--- src/rtl/fetch_pkg.sv ---
// Shared fetch definitions: FSM state encoding, controller opcode set,
// program-RAM read latency and a saturating 16-bit add used by the statistics.
package fetch_pkg;

   typedef enum logic [1:0] {
      ST_IDLE  = 2'd0,
      ST_FETCH = 2'd1,
      ST_DONE  = 2'd2
   } fetch_state_t;

   typedef enum logic [3:0] {
      OP_NOP    = 4'd0,
      OP_LOAD   = 4'd1,
      OP_STORE  = 4'd2,
      OP_ADD    = 4'd3,
      OP_SUB    = 4'd4,
      OP_JUMP   = 4'd5,
      OP_BRANCH = 4'd6,
      OP_END    = 4'd15
   } opcode_t;

   localparam int BRAM_READ_LATENCY = 2;

   function automatic logic [15:0] sat_add16(input logic [15:0] a, input logic [15:0] b);
      logic [16:0] w_sum;
      w_sum = {1'b0, a} + {1'b0, b};
      return w_sum[16] ? 16'hFFFF : w_sum[15:0];
   endfunction

endpackage

--- src/rtl/fetch_fifo.sv ---
// Synchronous prefetch FIFO with clear, occupancy count and a zeroed head when empty.
module fetch_fifo
   import fetch_pkg::*;
#(
   parameter int WIDTH = 41,
   parameter int DEPTH = 4
)(
   input  logic                     clk_in,
   input  logic                     rst_in,
   input  logic                     clear_in,
   input  logic                     push_in,
   input  logic [WIDTH-1:0]         push_data_in,
   input  logic                     pop_in,
   output logic [WIDTH-1:0]         pop_data_out,
   output logic                     full_out,
   output logic                     empty_out,
   output logic [$clog2(DEPTH):0]   count_out
);

   localparam int PTR_W = $clog2(DEPTH);

   logic [WIDTH-1:0] r_mem [DEPTH];
   logic [PTR_W-1:0] r_wr_ptr;
   logic [PTR_W-1:0] r_rd_ptr;
   logic [PTR_W:0]   r_count;
   logic             w_push;
   logic             w_pop;

   assign full_out  = (r_count == (PTR_W+1)'(DEPTH));
   assign empty_out = (r_count == '0);
   assign count_out = r_count;
   assign w_push    = push_in & ~full_out & ~clear_in;
   assign w_pop     = pop_in & ~empty_out & ~clear_in;
   assign pop_data_out = empty_out ? '0 : r_mem[r_rd_ptr];

   // Pointers and occupancy; clear wins over any push or pop in the same cycle.
   always_ff @(posedge clk_in or posedge rst_in) begin
      if (rst_in) begin
         r_wr_ptr <= '0;
         r_rd_ptr <= '0;
         r_count  <= '0;
      end else if (clear_in) begin
         r_wr_ptr <= '0;
         r_rd_ptr <= '0;
         r_count  <= '0;
      end else begin
         if (w_push) begin
            r_wr_ptr <= r_wr_ptr + PTR_W'(1);
         end
         if (w_pop) begin
            r_rd_ptr <= r_rd_ptr + PTR_W'(1);
         end
         case ({w_push, w_pop})
            2'b10:   r_count <= r_count + (PTR_W+1)'(1);
            2'b01:   r_count <= r_count - (PTR_W+1)'(1);
            default: r_count <= r_count;
         endcase
      end
   end

   always_ff @(posedge clk_in) begin
      if (w_push) begin
         r_mem[r_wr_ptr] <= push_data_in;
      end
   end

endmodule

--- src/rtl/instruction_fetch.sv ---
// Instruction prefetcher: credit-limited BRAM reads feeding a FIFO toward the controller.
// Optional FETCH_STATS_EN adds saturating read / flush counters.
module instruction_fetch
   import fetch_pkg::*;
#(
   parameter int INSTRUCTION_WIDTH = 32,
   parameter int INSTRUCTION_COUNT = 512,
   parameter int FIFO_DEPTH        = 4,
   localparam int ADDR_W           = $clog2(INSTRUCTION_COUNT)
)(
   input  logic                         clk_in,
   input  logic                         rst_in,
   input  logic                         start_in,
   input  logic                         halt_in,
   input  logic                         redirect_in,
   input  logic [ADDR_W-1:0]            redirect_addr_in,
   output logic [ADDR_W-1:0]            bram_addr_out,
   output logic                         bram_en_out,
   input  logic [INSTRUCTION_WIDTH-1:0] bram_data_in,
   output logic [INSTRUCTION_WIDTH-1:0] instr_out,
   output logic [ADDR_W-1:0]            instr_pc_out,
   output logic                         instr_valid_out,
   input  logic                         instr_ready_in,
   output logic                         busy_out
`ifdef FETCH_STATS_EN
   ,
   output logic [15:0]                  fetch_count_out,
   output logic [15:0]                  flush_count_out
`endif
);

   localparam int CNT_W   = $clog2(FIFO_DEPTH) + 1;
   localparam int LAT     = BRAM_READ_LATENCY;
   localparam int ENTRY_W = ADDR_W + INSTRUCTION_WIDTH;
   localparam logic [ADDR_W:0] LP_COUNT = (ADDR_W+1)'(INSTRUCTION_COUNT);
   localparam logic [ADDR_W:0] LP_LAST  = (ADDR_W+1)'(INSTRUCTION_COUNT - 1);
   localparam logic [CNT_W:0]  LP_DEPTH = (CNT_W+1)'(FIFO_DEPTH);

   fetch_state_t      r_state;
   logic [ADDR_W:0]   r_pc;
   logic [LAT-1:0]    r_pipe_valid;
   logic [ADDR_W-1:0] r_pipe_pc [LAT];

   logic               w_busy;
   logic               w_oob;
   logic               w_halt;
   logic               w_redirect;
   logic               w_flush;
   logic               w_start;
   logic               w_issue;
   logic               w_push;
   logic               w_pop;
   logic               w_fifo_full;
   logic               w_fifo_empty;
   logic [CNT_W-1:0]   w_fifo_count;
   logic [CNT_W:0]     w_occupancy;
   logic [ENTRY_W-1:0] w_head;

   assign w_busy      = (r_state != ST_IDLE);
   assign w_oob       = ({1'b0, redirect_addr_in} >= LP_COUNT);
   assign w_halt      = halt_in | (redirect_in & w_oob);
   assign w_redirect  = redirect_in & ~w_oob & ~halt_in & w_busy;
   assign w_flush     = w_halt | w_redirect;
   assign w_start     = start_in & ~w_busy & ~w_flush;
   // Reads still in flight reserve a FIFO slot, so a push can never find it full.
   assign w_occupancy = (CNT_W+1)'(w_fifo_count) + (CNT_W+1)'($countones(r_pipe_valid));
   assign w_issue     = (r_state == ST_FETCH) && (w_occupancy < LP_DEPTH);
   assign w_push      = r_pipe_valid[LAT-1] & ~w_flush & ~w_fifo_full;
   assign w_pop       = ~w_fifo_empty & instr_ready_in;

   // Fetch FSM and program counter; halt beats redirect beats start.
   always_ff @(posedge clk_in or posedge rst_in) begin
      if (rst_in) begin
         r_state <= ST_IDLE;
         r_pc    <= '0;
      end else if (w_halt) begin
         r_state <= ST_IDLE;
         r_pc    <= '0;
      end else if (w_redirect) begin
         r_state <= ST_FETCH;
         r_pc    <= {1'b0, redirect_addr_in};
      end else if (w_start) begin
         r_state <= ST_FETCH;
         r_pc    <= '0;
      end else if (w_issue) begin
         r_pc <= r_pc + (ADDR_W+1)'(1);
         if (r_pc == LP_LAST) begin
            r_state <= ST_DONE;
         end
      end
   end

   // One tracker stage per cycle of RAM latency; a flush kills every stage.
   always_ff @(posedge clk_in or posedge rst_in) begin
      if (rst_in) begin
         r_pipe_valid <= '0;
         for (int i = 0; i < LAT; i++) begin
            r_pipe_pc[i] <= '0;
         end
      end else begin
         r_pipe_valid <= {r_pipe_valid[LAT-2:0], w_issue} & {LAT{~w_flush}};
         r_pipe_pc[0] <= r_pc[ADDR_W-1:0];
         for (int i = 1; i < LAT; i++) begin
            r_pipe_pc[i] <= r_pipe_pc[i-1];
         end
      end
   end

   fetch_fifo #(
      .WIDTH (ENTRY_W),
      .DEPTH (FIFO_DEPTH)
   ) u_fifo (
      .clk_in       (clk_in),
      .rst_in       (rst_in),
      .clear_in     (w_flush),
      .push_in      (w_push),
      .push_data_in ({r_pipe_pc[LAT-1], bram_data_in}),
      .pop_in       (w_pop),
      .pop_data_out (w_head),
      .full_out     (w_fifo_full),
      .empty_out    (w_fifo_empty),
      .count_out    (w_fifo_count)
   );

   assign bram_en_out     = w_issue;
   assign bram_addr_out   = r_pc[ADDR_W-1:0];
   assign instr_valid_out = ~w_fifo_empty;
   assign instr_pc_out    = w_head[ENTRY_W-1 -: ADDR_W];
   assign instr_out       = w_head[INSTRUCTION_WIDTH-1:0];
   assign busy_out        = w_busy;

`ifdef FETCH_STATS_EN
   logic [15:0] r_fetch_count;
   logic [15:0] r_flush_count;
   logic [15:0] w_discard;

   // A head accepted in the flush cycle is consumed, not discarded.
   assign w_discard = 16'(w_fifo_count) - 16'(w_pop) + 16'($countones(r_pipe_valid));

   // Saturating statistics, cleared by an accepted start.
   always_ff @(posedge clk_in or posedge rst_in) begin
      if (rst_in) begin
         r_fetch_count <= 16'd0;
         r_flush_count <= 16'd0;
      end else if (w_start) begin
         r_fetch_count <= 16'd0;
         r_flush_count <= 16'd0;
      end else begin
         if (w_issue) begin
            r_fetch_count <= sat_add16(r_fetch_count, 16'd1);
         end
         if (w_flush) begin
            r_flush_count <= sat_add16(r_flush_count, w_discard);
         end
      end
   end

   assign fetch_count_out = r_fetch_count;
   assign flush_count_out = r_flush_count;
`endif

endmodule

--- config.mk ---
export PLATFORM = sky130hd
export DESIGN_NAME = instruction_fetch
export DESIGN_NICKNAME = d
export VERILOG_FILES = /design/src/rtl/fetch_pkg.sv /design/src/rtl/fetch_fifo.sv /design/src/rtl/instruction_fetch.sv
export SDC_FILE = /design/constraint.sdc
export NUM_CORES = 1
export LEC_CHECK = 0
export ABC_CLOCK_PERIOD_IN_PS = 2690
export BUFFER_PORTS_ARGS = -buffer_cell sky130_fd_sc_hd__buf_2
export CAP_MARGIN = 20
export CORE_MARGIN = 4
export CORE_UTILIZATION = 36
export CTS_BUF_LIST = sky130_fd_sc_hd__clkbuf_8
export DETAILED_ROUTE_END_ITERATION = 7
export PLACE_DENSITY_LB_ADDON = 0.1
export SYNTH_ARGS = -nofsm -noshare
export SYNTH_HDL_FRONTEND = slang
export SYNTH_SLANG_ARGS = --single-unit
export TNS_END_PERCENT = 1
--- constraint.sdc ---
create_clock -name clk_in -period 2.69 [get_ports clk_in]
set_input_delay 0.538 -clock clk_in [delete_from_list [all_inputs] [get_ports clk_in]]
set_output_delay 0.538 -clock clk_in [all_outputs]
set_load 0.03 [all_outputs]
Word level (Yosys, flattened, before mapping)
Memories as Yosys holds them, arrays and structs flattened.
Cells that the tools add are included.
- mux-type cells: 18
- reductions and logical operators: 9
- bitwise operators: 18
- equal/unequal tests: 5
- add/sub/neg operators: 7
- magnitude comparators: 1
- operators with widths (cell ; count):
    two-way mux 41 bit ; 1
    two-way mux 10 bit ; 4
    two-way mux 2 bit ; 9
    AND 1 bit ; 11
    adder 10 x 1 -> 10 bit, second input constant ; 1
    equality test 10 x 9 -> 1 bit, second input constant ; 1
    nonzero test 4 bit ; 2
    case mux 3 bit (2 select lines) ; 1
    nonzero test 2 bit ; 3
    NOT 1 bit ; 5
    adder 2 x 1 -> 2 bit, second input constant ; 2
    adder 3 x 2 -> 4 bit ; 1
    equality test 2 x 1 -> 1 bit, second input constant ; 2
    less-than comparator 4 x 3 -> 1 bit, second input constant ; 1
    adder 3 x 1 -> 3 bit, second input constant ; 1
    equality test 3 bit, second input constant ; 1
    zero test 3 bit ; 1
    two-way mux 3 bit ; 1
    nonzero test 3 bit ; 1
    subtractor 3 x 1 -> 3 bit, second input constant ; 1
    adder 1 x 1 -> 2 bit ; 1
    AND 2 bit ; 1
    equality test 2 bit, second input constant ; 1
    two-way mux 1 bit ; 2
    other kinds (3) ; 3
- input port bits: 47
- logic and storage cells: 67
- memories kept: 1
- output and inout bits: 53
- register bits: 39
- bits in writable memories: 164
- memories (memory ; depth ; bits a word ; read ports ; clocked after Yosys merged registers in ; wr ports ; RTL line ; source):
    u_fifo.r_mem ; 4 ; 41 ; 1 ; 0 ; 1 ; fetch_fifo.sv:22 ; logic [WIDTH-1:0] r_mem [DEPTH];

Depth between registers and ports, before layout
- word-level depth: 12
- depth in mapped cells: 10
- depth with buffers taken out: 9

Cells and area by module
From an unflattened synthesis, not the netlist that was laid out.
- cells, all modules: 444
- area total of the unflattened synthesis: 8141.6 um^2
- modules (own cells, without submodules) (module ; cells each ; instances ; sequential area each (um^2) ; area each (um^2)):
    fetch_fifo ; 325 ; 1 ; 5099.9 ; 6767.7
    instruction_fetch ; 119 ; 1 ; 800.8 ; 1373.8

Least setup slack after synthesis
No wires, ideal clock.
- path kind: input to register
- start: input port halt_in
- end: memory u_fifo.r_mem[0][0] (enable)
- setup time: 402 ps
- arrival time: 2276 ps
- slack: 12 ps
- stages on the path: 5
- buffers on the path: 2
- cell sequence: clkbuf_1 nand2b_1 clkbuf_1 nor2_1 and2_1
- cells in the longest elaborated chain, start to end: 11
- ends and longest elaborated chain (what ; RTL line ; source):
    start: declaration ; instruction_fetch.sv:14 ; input logic halt_in,
    NOT 1 bit ; instruction_fetch.sv:62 ; assign w_redirect = redirect_in & ~w_oob & ~halt_in & w_busy;
    AND 1 bit (2 in series) ; instruction_fetch.sv:62 ;
    bitwise OR 1 bit (*) ; instruction_fetch.sv:63 ; assign w_flush = w_halt | w_redirect;
    NOT 1 bit (*) ; fetch_fifo.sv:32, instruction_fetch.sv:68 ;
    AND 1 bit (2 in series) ; instruction_fetch.sv:68 ; assign w_push = r_pipe_valid[LAT-1] & ~w_flush & ~w_fifo_full;
    AND 1 bit ; fetch_fifo.sv:32 ; assign w_push = push_in & ~full_out & ~clear_in;
    AND 1 bit (*) ; fetch_fifo.sv:32 ;
    two-way mux 1 bit (*) ; fetch_fifo.sv:62 ; if (w_push) begin
    two-way mux 1 bit (not written as such) (*) ; fetch_fifo.sv:63 ; r_mem[r_wr_ptr] <= push_data_in;
    end: declaration ; fetch_fifo.sv:22 ;
Mark *: on every way between the ends. The rest lies on a longest branch, timed or not.

Final worst setup path
- start: register u_fifo.r_rd_ptr[0]
- end: output port instr_out[4]
- cells in the longest elaborated chain, start to end: 2
- ends and longest elaborated chain (what ; RTL line ; source):
    start: declaration ; fetch_fifo.sv:24 ; logic [PTR_W-1:0] r_rd_ptr;
    start signal: assignment ; fetch_fifo.sv:51 ; r_rd_ptr <= r_rd_ptr + PTR_W'(1);
    memory (4 x 41 bit) ; n/a ;
    two-way mux 41 bit ; fetch_fifo.sv:34 ; assign pop_data_out = empty_out ? '0 : r_mem[r_rd_ptr];
    end: declaration ; instruction_fetch.sv:20 ; output logic [INSTRUCTION_WIDTH-1:0] instr_out,
No other way between the ends.

==> results.tsv <==
stage	metric	value	unit
timing	finalCriticalPeriod	2610	ps
place	post-dp-hpwl	9890	um
final_layout	fin_area	0.00968	sq mm
pwr	p_int	5.02	mW
final_layout	synthToLayoutAreaGrowth	21.2	%
setup_path	cp.required	2150	ps
pwr	p_sw_share	21.9	%
timing	fmax	0.383	GHz
yosys	ys_seq_elements	203	
floorplanning	fp.dieH	157	um
grt	grt_remaining_overflow	0	
yosys	syn_area_per_cell	19.2	sq um
yosys	ys.warnings.count	0	
timing	final.setup.tns	0	ps
drt	ant_nets	0	
drt	finalWirelength	15800	um
clocking	clock_tree.htree_level_count	2	
clocking	cts.sinks	203	
pwr	peakVddDrop	0.292	mV
floorplanning	core_area	0.0218	sq mm
status	status	completed	
place	placed_area	0.00897	sq mm
yosys	yosysUniqueCellTypes	42	
yosys	netlist_instances	416	
grt	grt_pass1_vias	4598	
yosys	synth_area_leader_cell	edfxtp_1	
yosys	ys_seq_area_share	73.9	%
timing	rsz0062_at_grt	true	
timing	finalMaxSlewViolations	0	
yosys	synth_top_area_share	61.7	%
grt	grt_pass1_wl	24600	um
drt	drtIter0Drc	146	
place	gp_congestion	0.834	
timing	timing.final.crit_share	97.1	%
pwr	pwr-share-seq	54.7	%
clocking	cts_tree	done	
yosys	yosys.cell_count.top_type	edfxtp_1	
grt	grt_antenna_before_repair	0	
place	pre_cts_slack	181	ps
final_layout	antennaDiodeCount	0	
timing	hold_ws	172	ps
pwr	power_leakage	3.65	nW
drt	drc	0	
place	dp.cells	788	
floorplanning	initial_core_util	36.6	%
setup_path	worstSetupStartpointType	flop	
yosys	synthFlopType	edfxtp_1	
pwr	pwr-share-clk	40.2	%
yosys	syn_nets	471	
clocking	clk_latency	490	ps
yosys	synth_edf_count	164	
floorplanning	row_count	54	
place	port_buffers	99	
timing	final_hold_viol_count	0	
grt	grt_max_degree	44	
yosys	synth_area_leaders	edfxtp_1, dfrtp_1, mux4_2, and2_1, ha_1	
timing	maxSlewHeadroom	60.4	%
clocking	cts_hold_buf	0	
final_layout	final_layout_size_suffix_gt1_share	39.2	%
setup_path	r2r_slack	320	ps
clocking	clkSlewWorstSetupHoldPaths	50	ps
clocking	cts_root_buffer	clkbuf_8	
pwr	power_density	663	mW/mm^2
drt	drt-vias-per-instance	4.85	
final_layout	stdcell_count	856	
min_path	worstHoldPathType	in -> async	
setup_path	end_kind	output pin	
pwr	combPwrFrac	5.2	%
floorplanning	io_pins	100	
timing	clock_skew	19.2	ps
setup_path	arrival	2070	ps
floorplanning	die_area	0.0246	sq mm
timing	setup_ws	77.7	ps
flow_run	drv_cap	0	
setup_path	cp_max_fo	9	
floorplanning	die_x	157	um
final_layout	fin_nets	605	
yosys	syn_area	0.00799	sq mm
drt	routed-via-count	4148	
pwr	switchingPower	1.40	mW
setup_path	crit_type	reg -> out	
clocking	numCtsBuffers	36	
clocking	cts_buffer_depth	3	
drt	firstDrtPassIters	4	
timing	worst_pin_slew	592	ps
grt	grt_usage	12.9	%
drt	wl_per_cell	18.4	um
timing	setup_viol	0	
yosys	async_flop_share	19.2	%
yosys	synthTopCellsByCount	edfxtp_1, and2_1, mux4_2, dfrtp_1, clkbuf_1	
==> kinds of logic after synthesis <==
logic type               synth area share [%]
AO/OA/AOI/OAI                            3.52
XOR/XNOR                                 1.21
AND/OR/NAND/NOR                          6.03
adder cells (fa/ha/maj)                  1.35
buffers and inverters                    2.19
multiplexers                             11.8
flip-flops                               73.9
==> flip-flops by register name, indices dropped and copies added, names as in the netlist <==
name / cells
u_fifo.r_rd_ptr: 2
r_pipe_valid: 2
r_pc: 10
u_fifo.count_out: 3
r_pipe_pc: 18
u_fifo.r_wr_ptr: 2
u_fifo.r_mem: 164
r_state: 2
==> stage by stage <==
| step | total power, mW | utilization (%) |
|---|---|---|
| floorplan | 3.78 | - |
| CTS | 6.55 | 44.3 |
| global route | 6.72 | 44.4 |
| detailed placement | 3.91 | 41.1 |
| finish | 6.42 | 44.4 |
| global placement | 3.90 | 41.1 |
==> what timing repair did <==
action / 4_1_cts / 5_1_grt
setup endpoints to repair: 31 / 14
cloned: 0 / 0
buffers inserted: 4 / 0
endpoints found under the hold margin: 0 / 0
resized for setup: 0 / 3
==> power groups by stage <==
stage	Clock (mW)	Sequential (mW)	Combinational [mW]
3_3_place_gp	0	3.57	0.327
2_1_floorplan	0	3.56	0.225
6_report	2.58	3.51	0.331
5_1_grt	2.84	3.52	0.363
4_1_cts	2.70	3.51	0.338
3_5_place_dp	0	3.58	0.333
==> layer usage <==
layer  vias up  part of all wire, %  GRT usage [%]
met4         0                  2.0           4.34
li1       1883                    -              -
met5         -                    0              0
met1      2105                   42           16.8
met2       132                   49           21.4
met3        28                  6.4           3.22
==> path summary, 6_finish.rpt <==
kind                            cells after the start                from             endpoint
worst max-delay path                                5  u_fifo.r_rd_ptr[0]         instr_out[4]
worst min-delay path                                3              rst_in   u_fifo.r_rd_ptr[1]
worst max register to register                      9          r_state[0]  u_fifo.count_out[2]
worst min register to register                      0       r_pipe_pc[13]         r_pipe_pc[4]
max in group asynchronous                           3              rst_in   u_fifo.r_rd_ptr[0]
min in group clk_in                                 1    bram_data_in[30]  u_fifo.r_mem[0][30]
==> final cells by class <==
type / instances / area (sq um)
multi-input combinational: 177 / 1920
fill: 1956 / 12100
clock inverter: 25 / 125
sequential: 203 / 5910
tap: 280 / 350
clock buffer: 39 / 537
inverter: 10 / 37.5
timing repair buffer: 122 / 810
==> critical path, cell delays in order, from the launching register on <==
cell and delay [ps]:
dfrtp_4 420, buf_12 150, buf_4 170, mux4_2 490, and2_1 190, buf_2 180
==> placed cells by master, fill, tap and decap left out, types with 2 or more instances in the layout <==
| cell type | n |
|---|---|
| dfrtp_1 | 37 |
| buf_2 | 99 |
| o21ai_1 | 6 |
| nor2_1 | 11 |
| mux2i_1 | 2 |
| nand3_1 | 4 |
| xnor2_1 | 8 |
| buf_12 | 11 |
| and2_2 | 4 |
| mux4_2 | 41 |
| o21a_1 | 2 |
| nand2_1 | 8 |
| clkinv_1 | 8 |
| a32o_1 | 2 |
| buf_4 | 11 |
| edfxtp_1 | 164 |
| nand2b_1 | 2 |
| or3_1 | 2 |
| clkbuf_8 | 39 |
| inv_1 | 21 |
| a21oi_1 | 2 |
| ha_1 | 7 |
| nand4_1 | 2 |
| a2111oi_2 | 4 |
| a22o_1 | 7 |
| xor2_1 | 3 |
| and2_1 | 42 |
| clkinv_2 | 4 |
(Power assumes the default switching activity.)
